--- src/rtl/sync_fifo_pkg.sv ---
// Shared constants and width helpers for the parametrised sync FIFO.
package sync_fifo_pkg;

  localparam int DES_KEY_W = 56;

  // Elaboration-time ceil(log2(n)); clog2(1) = 0.
  function automatic int clog2(input int n);
    int r;
    int v;
    r = 0;
    v = n - 1;
    while (v > 0) begin
      r++;
      v = v >> 1;
    end
    return r;
  endfunction

  // Occupancy needs one more bit than the pointers to represent DEPTH itself.
  function automatic int count_w(input int depth);
    return clog2(depth) + 1;
  endfunction

endpackage

--- src/rtl/fifo_mem_dp.sv ---
// WIDTH x DEPTH storage with one synchronous write port and a registered,
// read-enabled output port.
module fifo_mem_dp
  import sync_fifo_pkg::*;
#(
  parameter int WIDTH = DES_KEY_W,
  parameter int DEPTH = 8,
  parameter int AW    = clog2(DEPTH)
) (
  input  logic             clk,
  input  logic             reset,
  input  logic             we,
  input  logic [AW-1:0]    waddr,
  input  logic [WIDTH-1:0] wdata,
  input  logic             re,
  input  logic [AW-1:0]    raddr,
  output logic [WIDTH-1:0] rdata
);

  logic [WIDTH-1:0] mem [DEPTH];

  // NOTE: the array has no reset so it maps onto RAM/LUTRAM; only the
  // output register is cleared, which is what the consumer observes.
  always_ff @(posedge clk) begin
    if (we) mem[waddr] <= wdata;
  end

  // A same-address write on this edge is not visible here: a full-FIFO
  // simultaneous read must return the old word.
  always_ff @(posedge clk) begin
    if (reset)   rdata <= '0;
    else if (re) rdata <= mem[raddr];
  end

endmodule

--- src/rtl/sync_fifo_param.sv ---
// Parametrised single-clock FIFO with occupancy, threshold flags and read strobe.
// Optional sticky overflow/underflow outputs: define SYNC_FIFO_ERR_FLAGS_EN.
module sync_fifo_param
  import sync_fifo_pkg::*;
#(
  parameter int WIDTH     = DES_KEY_W,
  parameter int DEPTH     = 8,
  parameter int AW        = clog2(DEPTH), // derived; do not override
  parameter int AFULL_TH  = DEPTH - 1,
  parameter int AEMPTY_TH = 1
) (
  input  logic             clk,
  input  logic             reset,
  input  logic             wr_en,
  input  logic [WIDTH-1:0] wr_data,
  input  logic             rd_en,
  output logic [WIDTH-1:0] rd_data,
  output logic             rd_valid,
  output logic             full,
  output logic             empty,
  output logic             almost_full,
  output logic             almost_empty,
  output logic [AW:0]      count
`ifdef SYNC_FIFO_ERR_FLAGS_EN
  ,
  output logic             overflow,
  output logic             underflow
`endif
);

  typedef logic [AW-1:0]             ptr_t;
  typedef logic [count_w(DEPTH)-1:0] count_t;

  ptr_t   wr_ptr;
  ptr_t   rd_ptr;
  count_t count_q;
  logic   rd_ok;
  logic   wr_ok;

  // Pointers wrap explicitly so non-power-of-two depths stay in range.
  function automatic ptr_t ptr_inc(input ptr_t p);
    return (p == ptr_t'(DEPTH - 1)) ? '0 : p + ptr_t'(1);
  endfunction

  assign rd_ok = rd_en && !empty;
  assign wr_ok = wr_en && (!full || rd_ok);

  // NOTE: all state uses non-blocking assignment so every register samples
  // pre-edge values regardless of statement order.
  always_ff @(posedge clk) begin
    if (reset) begin
      wr_ptr   <= '0;
      rd_ptr   <= '0;
      count_q  <= '0;
      rd_valid <= 1'b0;
    end else begin
      if (wr_ok) wr_ptr <= ptr_inc(wr_ptr);
      if (rd_ok) rd_ptr <= ptr_inc(rd_ptr);
      rd_valid <= rd_ok;
      case ({wr_ok, rd_ok})
        2'b10:   count_q <= count_q + count_t'(1);
        2'b01:   count_q <= count_q - count_t'(1);
        default: count_q <= count_q;
      endcase
    end
  end

  fifo_mem_dp #(
    .WIDTH (WIDTH),
    .DEPTH (DEPTH),
    .AW    (AW)
  ) u_mem (
    .clk   (clk),
    .reset (reset),
    .we    (wr_ok),
    .waddr (wr_ptr),
    .wdata (wr_data),
    .re    (rd_ok),
    .raddr (rd_ptr),
    .rdata (rd_data)
  );

  // Flags decode only the registered count, so they never glitch mid-cycle.
  assign count        = count_q;
  assign empty        = (count_q == '0);
  assign full         = (int'(count_q) == DEPTH);
  assign almost_full  = (int'(count_q) >= AFULL_TH);
  assign almost_empty = (int'(count_q) <= AEMPTY_TH);

`ifdef SYNC_FIFO_ERR_FLAGS_EN
  always_ff @(posedge clk) begin
    if (reset) begin
      overflow  <= 1'b0;
      underflow <= 1'b0;
    end else begin
      if (wr_en && !wr_ok) overflow  <= 1'b1;
      if (rd_en && !rd_ok) underflow <= 1'b1;
    end
  end
`endif

endmodule
--- config.mk ---
export PLATFORM = sky130hd
export DESIGN_NAME = sync_fifo_param
export DESIGN_NICKNAME = d
export VERILOG_FILES = /design/src/rtl/sync_fifo_pkg.sv /design/src/rtl/fifo_mem_dp.sv /design/src/rtl/sync_fifo_param.sv
export SDC_FILE = /design/constraint.sdc
export NUM_CORES = 1
export LEC_CHECK = 0
export ABC_AREA = 0
export CAP_MARGIN = 0
export CORE_ASPECT_RATIO = 1.5
export CORE_MARGIN = 3
export CORE_UTILIZATION = 35
export DETAILED_ROUTE_END_ITERATION = 7
export HOLD_SLACK_MARGIN = 0.02
export PLACE_DENSITY = 0.64
export SYNTH_ARGS = -nofsm -noshare
export SYNTH_HDL_FRONTEND = slang
export SYNTH_SLANG_ARGS = --single-unit
--- constraint.sdc ---
create_clock -name clk -period 10.7 [get_ports clk]
set_input_delay 2.14 -clock clk [delete_from_list [all_inputs] [get_ports clk]]
set_output_delay 2.14 -clock clk [all_outputs]
set_load 0.03 [all_outputs]
Word-level counts from Yosys, hierarchy flattened
Memory sizes are Yosys's and may differ from the RTL's. A register that Yosys moved wholly into a read port is not among the register bits.
Index checks and enable logic that the tools add are counted.
{ "classes": {"n_reduce_logical": 7, "addsub": 4, "n_eq_ne": 5, "order_cmp": 2, "mux": 5} }
{ "op_table": {"columns": ["operator", "n"], "rows": [
  ["4-bit one-hot mux with 2 select lines", 1],
  ["3-bit by 1-bit adder with 3-bit output (second input constant)", 2],
  ["3-bit equality test (second input constant)", 2],
  ["3-bit 2-to-1 mux", 2],
  ["4-bit by 1-bit adder with 4-bit output (second input constant)", 1],
  ["4-bit equality test (second input constant)", 1],
  ["4-bit by 3-bit >= comparator with 1-bit output (second input constant)", 1],
  ["4-bit by 1-bit <= comparator with 1-bit output (second input constant)", 1],
  ["4-bit zero test", 1],
  ["4-bit by 1-bit subtractor with 4-bit output (second input constant)", 1],
  ["2-bit by 1-bit equality test with 1-bit output (second input constant)", 1],
  ["2-bit equality test (second input constant)", 1],
  ["1-bit logical AND", 2],
  ["1-bit zero test", 2],
  ["1-bit 2-to-1 mux", 2],
  ["2-bit nonzero test", 1],
  ["1-bit logical OR", 1]
]} }
{ "word_totals": {"regBits": 11, "inputBits": 60, "mem_bits_rw": 448, "memories": 1, "out_inout_bits": 65, "wordCells": 28} }
{ "mem_list": {"columns": ["memory", "words", "word_bits", "read_ports", "rd_clocked_by_memory_dff", "wr", "line", "rtl"], "rows": [
  ["u_mem.mem", 8, 56, 1, 1, 1, "fifo_mem_dp.sv:20", "logic [WIDTH-1:0] mem [DEPTH];"]
]} }

Depth between registers and ports, before layout
Gate-level depths: netlist of run 1.
{ "logic_depth": {"ltp_word": 7, "depth_mapped": 8, "depth_no_buf": 6} }

Hierarchy
From an unflattened synthesis of run 1, not the netlist that was laid out.
{ "hier_totals": {"hier_cells": 1122, "hier_area_um2": 19688.9} }
{ "by_module_without_submodules": {"columns": ["mod", "n_inst", "area_per_inst_um2", "seq_area_each_um2", "cells_each"], "rows": [
  ["fifo_mem_dp", 1, 18959.4, 14574.0, 1036],
  ["sync_fifo_param", 1, 729.4, 220.2, 86]
]} }

Worst setup path after synthesis of run 1
Ideal clock, no wire load.
{ "synth_path": {"path_kind": "input to register", "startpoint": "input rd_en", "endpoint": "memory u_mem.mem[0][0] in the netlist's numbering (enable)", "setup_ns": 0.608, "cell_stages": 3, "arrival_ns": 7.764, "t_required_ns": 10.092, "setup_slack_ns": 2.328, "path_buffers": 1, "cell_sequence": "buf_2 -> o21ai_2 -> nor4_1"} }
{ "synth_via": {"elab_chain_len": 5} }
{ "synth_lines": {"columns": ["item", "line", "rtl"], "rows": [
  ["start: declaration", "sync_fifo_param.sv:16", "input logic rd_en,"],
  ["1-bit logical AND", "sync_fifo_param.sv:45", "assign rd_ok = rd_en && !empty;"],
  ["1-bit logical OR", "sync_fifo_param.sv:46", "assign wr_ok = wr_en && (!full || rd_ok);"],
  ["1-bit logical AND", "sync_fifo_param.sv:46", null],
  ["1-bit 2-to-1 mux", "fifo_mem_dp.sv:25", "if (we) mem[waddr] <= wdata;"],
  ["1-bit 2-to-1 mux (implied by the code)", "fifo_mem_dp.sv:25", null],
  ["end: declaration", "fifo_mem_dp.sv:20", null]
]} }
Every way passes these cells.

Worst setup path after layout of run 1
{ "layout_path": {"startpoint": "register count_q[0] (netlist: count[0])", "endpoint": "output empty"} }
{ "layout_via": {"elab_chain_len": 1} }
{ "layout_lines": {"columns": ["item", "line", "rtl"], "rows": [
  ["start: declaration", "sync_fifo_param.sv:36", "count_t count_q;"],
  ["start signal: assignment", "sync_fifo_param.sv:61", "2'b10: count_q <= count_q + count_t'(1);"],
  ["start signal: assignment", "sync_fifo_param.sv:62", "2'b01: count_q <= count_q - count_t'(1);"],
  ["start signal: assignment", "sync_fifo_param.sv:63", "default: count_q <= count_q;"],
  ["4-bit zero test", "sync_fifo_param.sv:85", "assign empty = (count_q == '0);"],
  ["end: declaration", "sync_fifo_param.sv:20", "output logic empty,"]
]} }
Every way passes these cells.

==> run_results.csv, run 1 <==
group,metric,value,unit
placed_design,gp_congestion,0.746,
global_route,grt_pass1_wl,62.1,mm
setup_path,crit_path_end_kind,"primary output",
global_route,grt_max_degree,171,
final_layout,final_util,41.5,%
setup_path,crit_arrival,2.44,ns
timing,fin_setup_tns,0,ns
placed_design,dp.cells,1931,
floorplan,die_w,199,µm
floorplan,fp-row-count,105,
synthesis,synth-seq-cells,515,
final_layout,drive_gt1_share,8.19,%
synthesis,netlist_instances,1173,
timing,fin_skew,0.0245,ns
clock_tree,cts_hold_buffers,0,
timing,drv_slew,0,
global_route,grt_use_total,13.8,%
synthesis,synth-edff-count,448,
final_layout,final_area,22800,µm²
status,status,"completed",
clock_tree,cts_htree_levels,2,
clock_tree,cts_num_sinks,515,
setup_path,path_class,"reg -> out",
clock_tree,cts_tree,"done",
setup_path,crit_fanout,8,
timing,fin_crit,4.58,ns
clock_tree,clockRootBuffer,"clkbuf_16",
synthesis,syn_area,19600,µm²
drt,firstDrtPassIters,5,
drt,vias,10300,
clock_tree,cts_buffer_depth,3,
drt,viasPerCell,5.11,
pwr,seq_power_share,51.3,%
floorplan,core,55000,µm²
synthesis,yosysSeqAreaShare,75.6,%
synthesis,synth_nets,1240,
clock_tree,numCtsBuffers,45,
drt,dr.first_iter.drc_count,669,
setup_path,slowest_stage,"clkdlybuf4s50_1",
synthesis,ys_async_sr_fraction,0,%
floorplan,die_area,58800,µm²
synthesis,ys_warn_count,0,
setup_path,cp-start-kind,"register",
drt,wirelength,41.3,mm
drt,ant_nets,0,
clock_tree,clk_pin_slew,0.07,ns
final_layout,finalNonFillerCells,2016,
timing,fin_crit_sh,42.8,%
global_route,grt_pass1_vias,10800,
timing,hold_ws,0.487,ns
synthesis,synthMostInstantiatedCell,"edfxtp_1",
pwr,leakage,6.93,nW
placed_design,placed_area,21400,µm²
floorplan,io_pins,125,
synthesis,yosysUniqueCellTypes,40,
global_route,antenna_found_initial,6,
timing,hold_violations,0,
synthesis,synth_area_leader_cell,"edfxtp_1",
setup_path,critPathMaxStageDelay,0.73,ns
timing,rsz0062_at_grt,"no",
flow_run,drv_cap,0,
timing,slew_headroom,18.9,%
pwr,swShare,24.8,%
timing,fmax,0.218,GHz
synthesis,synth_top_area_share,68.8,%
placed_design,place.detailed.hpwl,21.9,mm
timing,setup_viol,0,
drt,post_drt_wl_per_cell,20.5,µm
clock_tree,clock_latency,0.56,ns
final_layout,area_growth_syn_to_layout,16.8,%
worst_hold_path,hold_class,"reg -> reg",
global_route,grt-ovfl-total,0,
clock_tree,cts_resized,0,
floorplan,die_h,296,µm
pwr,powerDensity,198,nW/µm²
pwr,internal_power,0.00340,W
placed_design,port_buffers,124,
pwr,p_clk_share,35.1,%
setup_path,cp_data_required_time,8.56,ns
pwr,ir_drop,0.0968,mV
pwr,combPwrFrac,13.6,%
clock_tree,post_cts_buffers,0,
synthesis,synthTopCellsByArea,"edfxtp_1 (69%), mux2i_1 (12%), dfxtp_1 (6.9%)",
synthesis,postSynthAreaPerCell,16.7,µm²
pwr,switchingPower,0.00112,W
final_layout,fin_nets,1350,
synthesis,ys.flop_type,"edfxtp_1",
floorplan,initial_core_util,35.5,%
setup_path,crit_chain,"inv_1 > ha_1 > nor3b_4 > clkdlybuf4s50_1",
drt,route.detailed.drc,0,
timing,tightest_slew,1.22,ns
synthesis,ys_top_cells_by_count,"edfxtp_1 (448), mux2i_1 (227), o22ai_1 (112)",
## state kept, by name, summed over array words and instances (netlist names)
name / flops
u_mem.mem: 448
wr_ptr: 3
rd_valid: 1
u_mem.rdata: 56
count: 4
rd_ptr: 3
## worst max-delay path: cells and delay by family, from the launching register on
kind | cells | cell delay (ns)
buf+inv | 2 | 0.83
flops | 1 | 0.37
simple gates | 1 | 0.35
fa+ha+maj | 1 | 0.34
## worst paths after layout
| path | end | depth (start not counted) | start | slack, ns |
|---|---|---|---|---|
| worst max-delay path | empty | 4 | count[0] | 6.12 |
| worst max register to register | u_mem.rdata[6] | 5 | rd_ptr[1] | 7.50 |
| worst min register to register | u_mem.rdata[42] | 2 | u_mem.rdata[42] | 0.49 |
| worst min-delay path | u_mem.rdata[42] | 2 | u_mem.rdata[42] | 0.49 |
## power groups by stage
stage | clock network [W] | logic [W] | registers (W)
finish | 0.00159 | 0.000615 | 0.00232
CTS | 0.00163 | 0.000625 | 0.00232
global route | 0.00170 | 0.000666 | 0.00233
floorplan | 0 | 0.000308 | 0.00244
global placement | 0 | 0.000616 | 0.00236
detailed placement | 0 | 0.000623 | 0.00237
## cell usage in the layout (no fill, tap or decap), types with 3 or more instances in the layout
master / n
a21oi_1: 6
buf_4: 11
bufinv_16: 3
clkbuf_1: 10
clkbuf_16: 45
clkbuf_8: 7
clkdlybuf4s50_1: 123
clkinv_1: 6
clkinv_2: 6
clkinvlp_4: 3
dfxtp_1: 66
edfxtp_1: 448
ha_1: 7
inv_1: 4
mux2i_1: 227
nand2_1: 9
nand2b_1: 4
nand2b_4: 3
nor2_1: 63
nor2_4: 3
nor3_1: 105
nor3_2: 13
o22ai_1: 112
## cells by family after synthesis
family / synth area share [%]
muxes: 11.7
xor gates and xnor gates: 0.0896
buffers and inverters: 2.46
and+or+nand+nor: 5.49
AOI/OAI and AO/OA: 4.15
adders and majority gates: 0.448
DFF: 75.6
## stage by stage
step                      total power, W  setup WS [ns]
after detailed placement         0.00299           6.05
final                            0.00452           6.12
after floorplan                  0.00275           2.33
after global routing             0.00470           5.97
after global placement           0.00298           6.06
after CTS                        0.00457           6.09
## area by class of cell
cell class                 count  area, µm²
timing repair buffer         135       1330
clock buffer                  62       1260
inverter                       4       15.0
clock inverter                21        191
sequential                   515      14800
antenna                        2       5.00
multi-input combinational    582       4370
tap                          695        870
fill                        4782      32200
## layer usage
layer | GRT usage [%] | up-vias | wire length (µm)
li1 | - | 4806 | -
met1 | 16.0 | 5194 | 16600
met2 | 24.9 | 213 | 21400
met3 | 2.87 | 81 | 2030
met4 | 5.15 | 8 | 1200
met5 | 0 | - | 61
Note: power is estimated with default switching activity, not from simulation.
==> run 2: changes to the inputs <==
Clock period 10.7 ns to 4.25 ns, I/O delays scaled along.
==> run 2 against run 1 <==
Core utilization rose by 0.36 points. Routed wire length rose by 1.6%. Worst hold slack gained 0.0019 ns. Critical path type unchanged. Largest power group unchanged.
==> run_results.csv, run 2 (synthesis gave the netlist of run 1 again) <==
group,metric,value,unit
global_route,grt_pass1_vias,10800,
placed_design,gp_congestion,0.741,
timing,fmax,0.300,GHz
final_layout,area_growth_syn_to_layout,17.8,%
clock_tree,clk_pin_slew,0.06,ns
timing,fin_setup_tns,0,ns
floorplan,die_w,199,µm
final_layout,finalNonFillerCells,2029,
clock_tree,clockRootBuffer,"clkbuf_16",
worst_hold_path,hold_class,"reg -> reg",
clock_tree,post_cts_buffers,0,
clock_tree,cts_buffer_depth,3,
setup_path,crit_path_end_kind,"primary output",
setup_path,crit_fanout,8,
setup_path,cp_data_required_time,3.40,ns
placed_design,port_buffers,124,
timing,fin_crit,3.33,ns
timing,tightest_slew,1.10,ns
placed_design,placed_area,21500,µm²
final_layout,diodes,0,
final_layout,largest_register_ff_count,448,
drt,firstDrtPassIters,5,
final_layout,layout_common_cells,"edfxtp_1 (448), mux2i_1 (227), clkdlybuf4s50_1 (123)",
drt,wirelength,42.0,mm
global_route,grt_use_total,14.1,%
pwr,powerDensity,502,nW/µm²
timing,setup_viol,0,
setup_path,r2r_slack,1.59,ns
final_layout,drive_gt1_share,8.92,%
global_route,grt-ovfl-total,0,
placed_design,place.detailed.hpwl,24.4,mm
setup_path,crit_arrival,2.48,ns
drt,post_drt_wl_per_cell,20.7,µm
floorplan,core,55000,µm²
setup_path,path_class,"reg -> out",
clock_tree,cts_tree,"done",
drt,ant_nets,0,
global_route,grt_pass1_wl,63.8,mm
timing,hold_violations,0,
pwr,ir_drop,0.270,mV
floorplan,io_pins,125,
setup_path,reg2reg_depth,7,
clock_tree,numCtsBuffers,46,
clock_tree,cts_num_sinks,515,
final_layout,top_register,"u_mem.mem",
floorplan,fp-row-count,105,
placed_design,dp.cells,1944,
global_route,grt_max_degree,75,
drt,vias,10300,
floorplan,initial_core_util,35.5,%
floorplan,die_area,58800,µm²
final_layout,final_area,23000,µm²
final_layout,final_common_cell,"edfxtp_1",
drt,viasPerCell,5.08,
clock_tree,cts_resized,0,
flow_run,drv_cap,0,
status,status,"completed",
timing,rsz0062_at_grt,"no",
setup_path,cp-start-kind,"register",
drt,route.detailed.drc,0,
timing,slew_headroom,26.3,%
timing,fin_crit_sh,78.4,%
timing,drv_slew,0,
pwr,leakage,7.03,nW
clock_tree,cts_hold_buffers,0,
floorplan,die_h,296,µm
final_layout,fin_nets,1364,
global_route,antenna_found_initial,2,
final_layout,fillers,4846,
clock_tree,clock_latency,0.56,ns
drt,dr.first_iter.drc_count,658,
worst_hold_path,holdPathStages,2,
clock_tree,cts_htree_levels,2,
timing,fin_skew,0.0189,ns
## run 2: changes by cell type in the layout (fill, tap and decap cells not counted), moves of 2 or more
cell	before	now
buf_12	1	3
buf_4	11	22
bufinv_16	3	5
clkbuf_8	7	5
clkinv_1	6	11
clkinv_2	6	4
clkinvlp_4	3	1
diode_2	2	0
## run 2: critical path, stage by stage, from the launching register on
cell and delay, ns:
dfxtp_1 0.37, inv_1 0.10, ha_1 0.35, nor3b_4 0.39, clkdlybuf4s50_1 0.73
## run 2: worst paths after layout
check / start / to
worst min-delay path: u_mem.rdata[52] / u_mem.rdata[52]
worst max-delay path: count[0] / empty
worst max register to register: count[0] / u_mem.rdata[12]
worst min register to register: u_mem.rdata[52] / u_mem.rdata[52]
## run 2: where the power goes
group | internal [W] | total [W] | switching (W)
clock | 0.00239 | 0.00415 | 0.00176
sequential | 0.00572 | 0.00583 | 0.000116
combinational | 0.000594 | 0.00158 | 0.000985
total | 0.00870 | 0.0116 | 0.00286
## run 2: per-layer routing
metal	GRT usage (%)	part of all wire, %	wire length (µm)	up-vias
li1	-	-	-	4842
met1	16.8	40	16700	5204
met2	25.9	54	22600	199
met3	2.02	3.7	1560	67
met4	5.06	2.5	1070	4
met5	0	0.067	28	-
## run 2: cell type report
cell class                      instances  area, µm²  share of cell area, %
Clock buffer                           60       1250                   5.44
Clock inverter                         25        262                   1.13
Inverter                                4       15.0                 0.0652
Multi-Input combinational cell        582       4390                   19.0
Sequential cell                       515      14800                   64.2
Tap cell                              695        870                   3.77
Timing Repair Buffer                  148       1460                   6.32
## run 2: metrics by stage
step	worst slack [ns]	hold WS [ns]	total power (W)	util, %
global placement	1.11	0.478	0.00751	39.1
global route	0.785	0.524	0.0120	41.9
CTS	0.869	0.492	0.0117	41.9
detailed placement	1.08	0.480	0.00754	39.1
floorplan	-1.45	0.482	0.00691	-
finish	0.920	0.489	0.0116	41.9
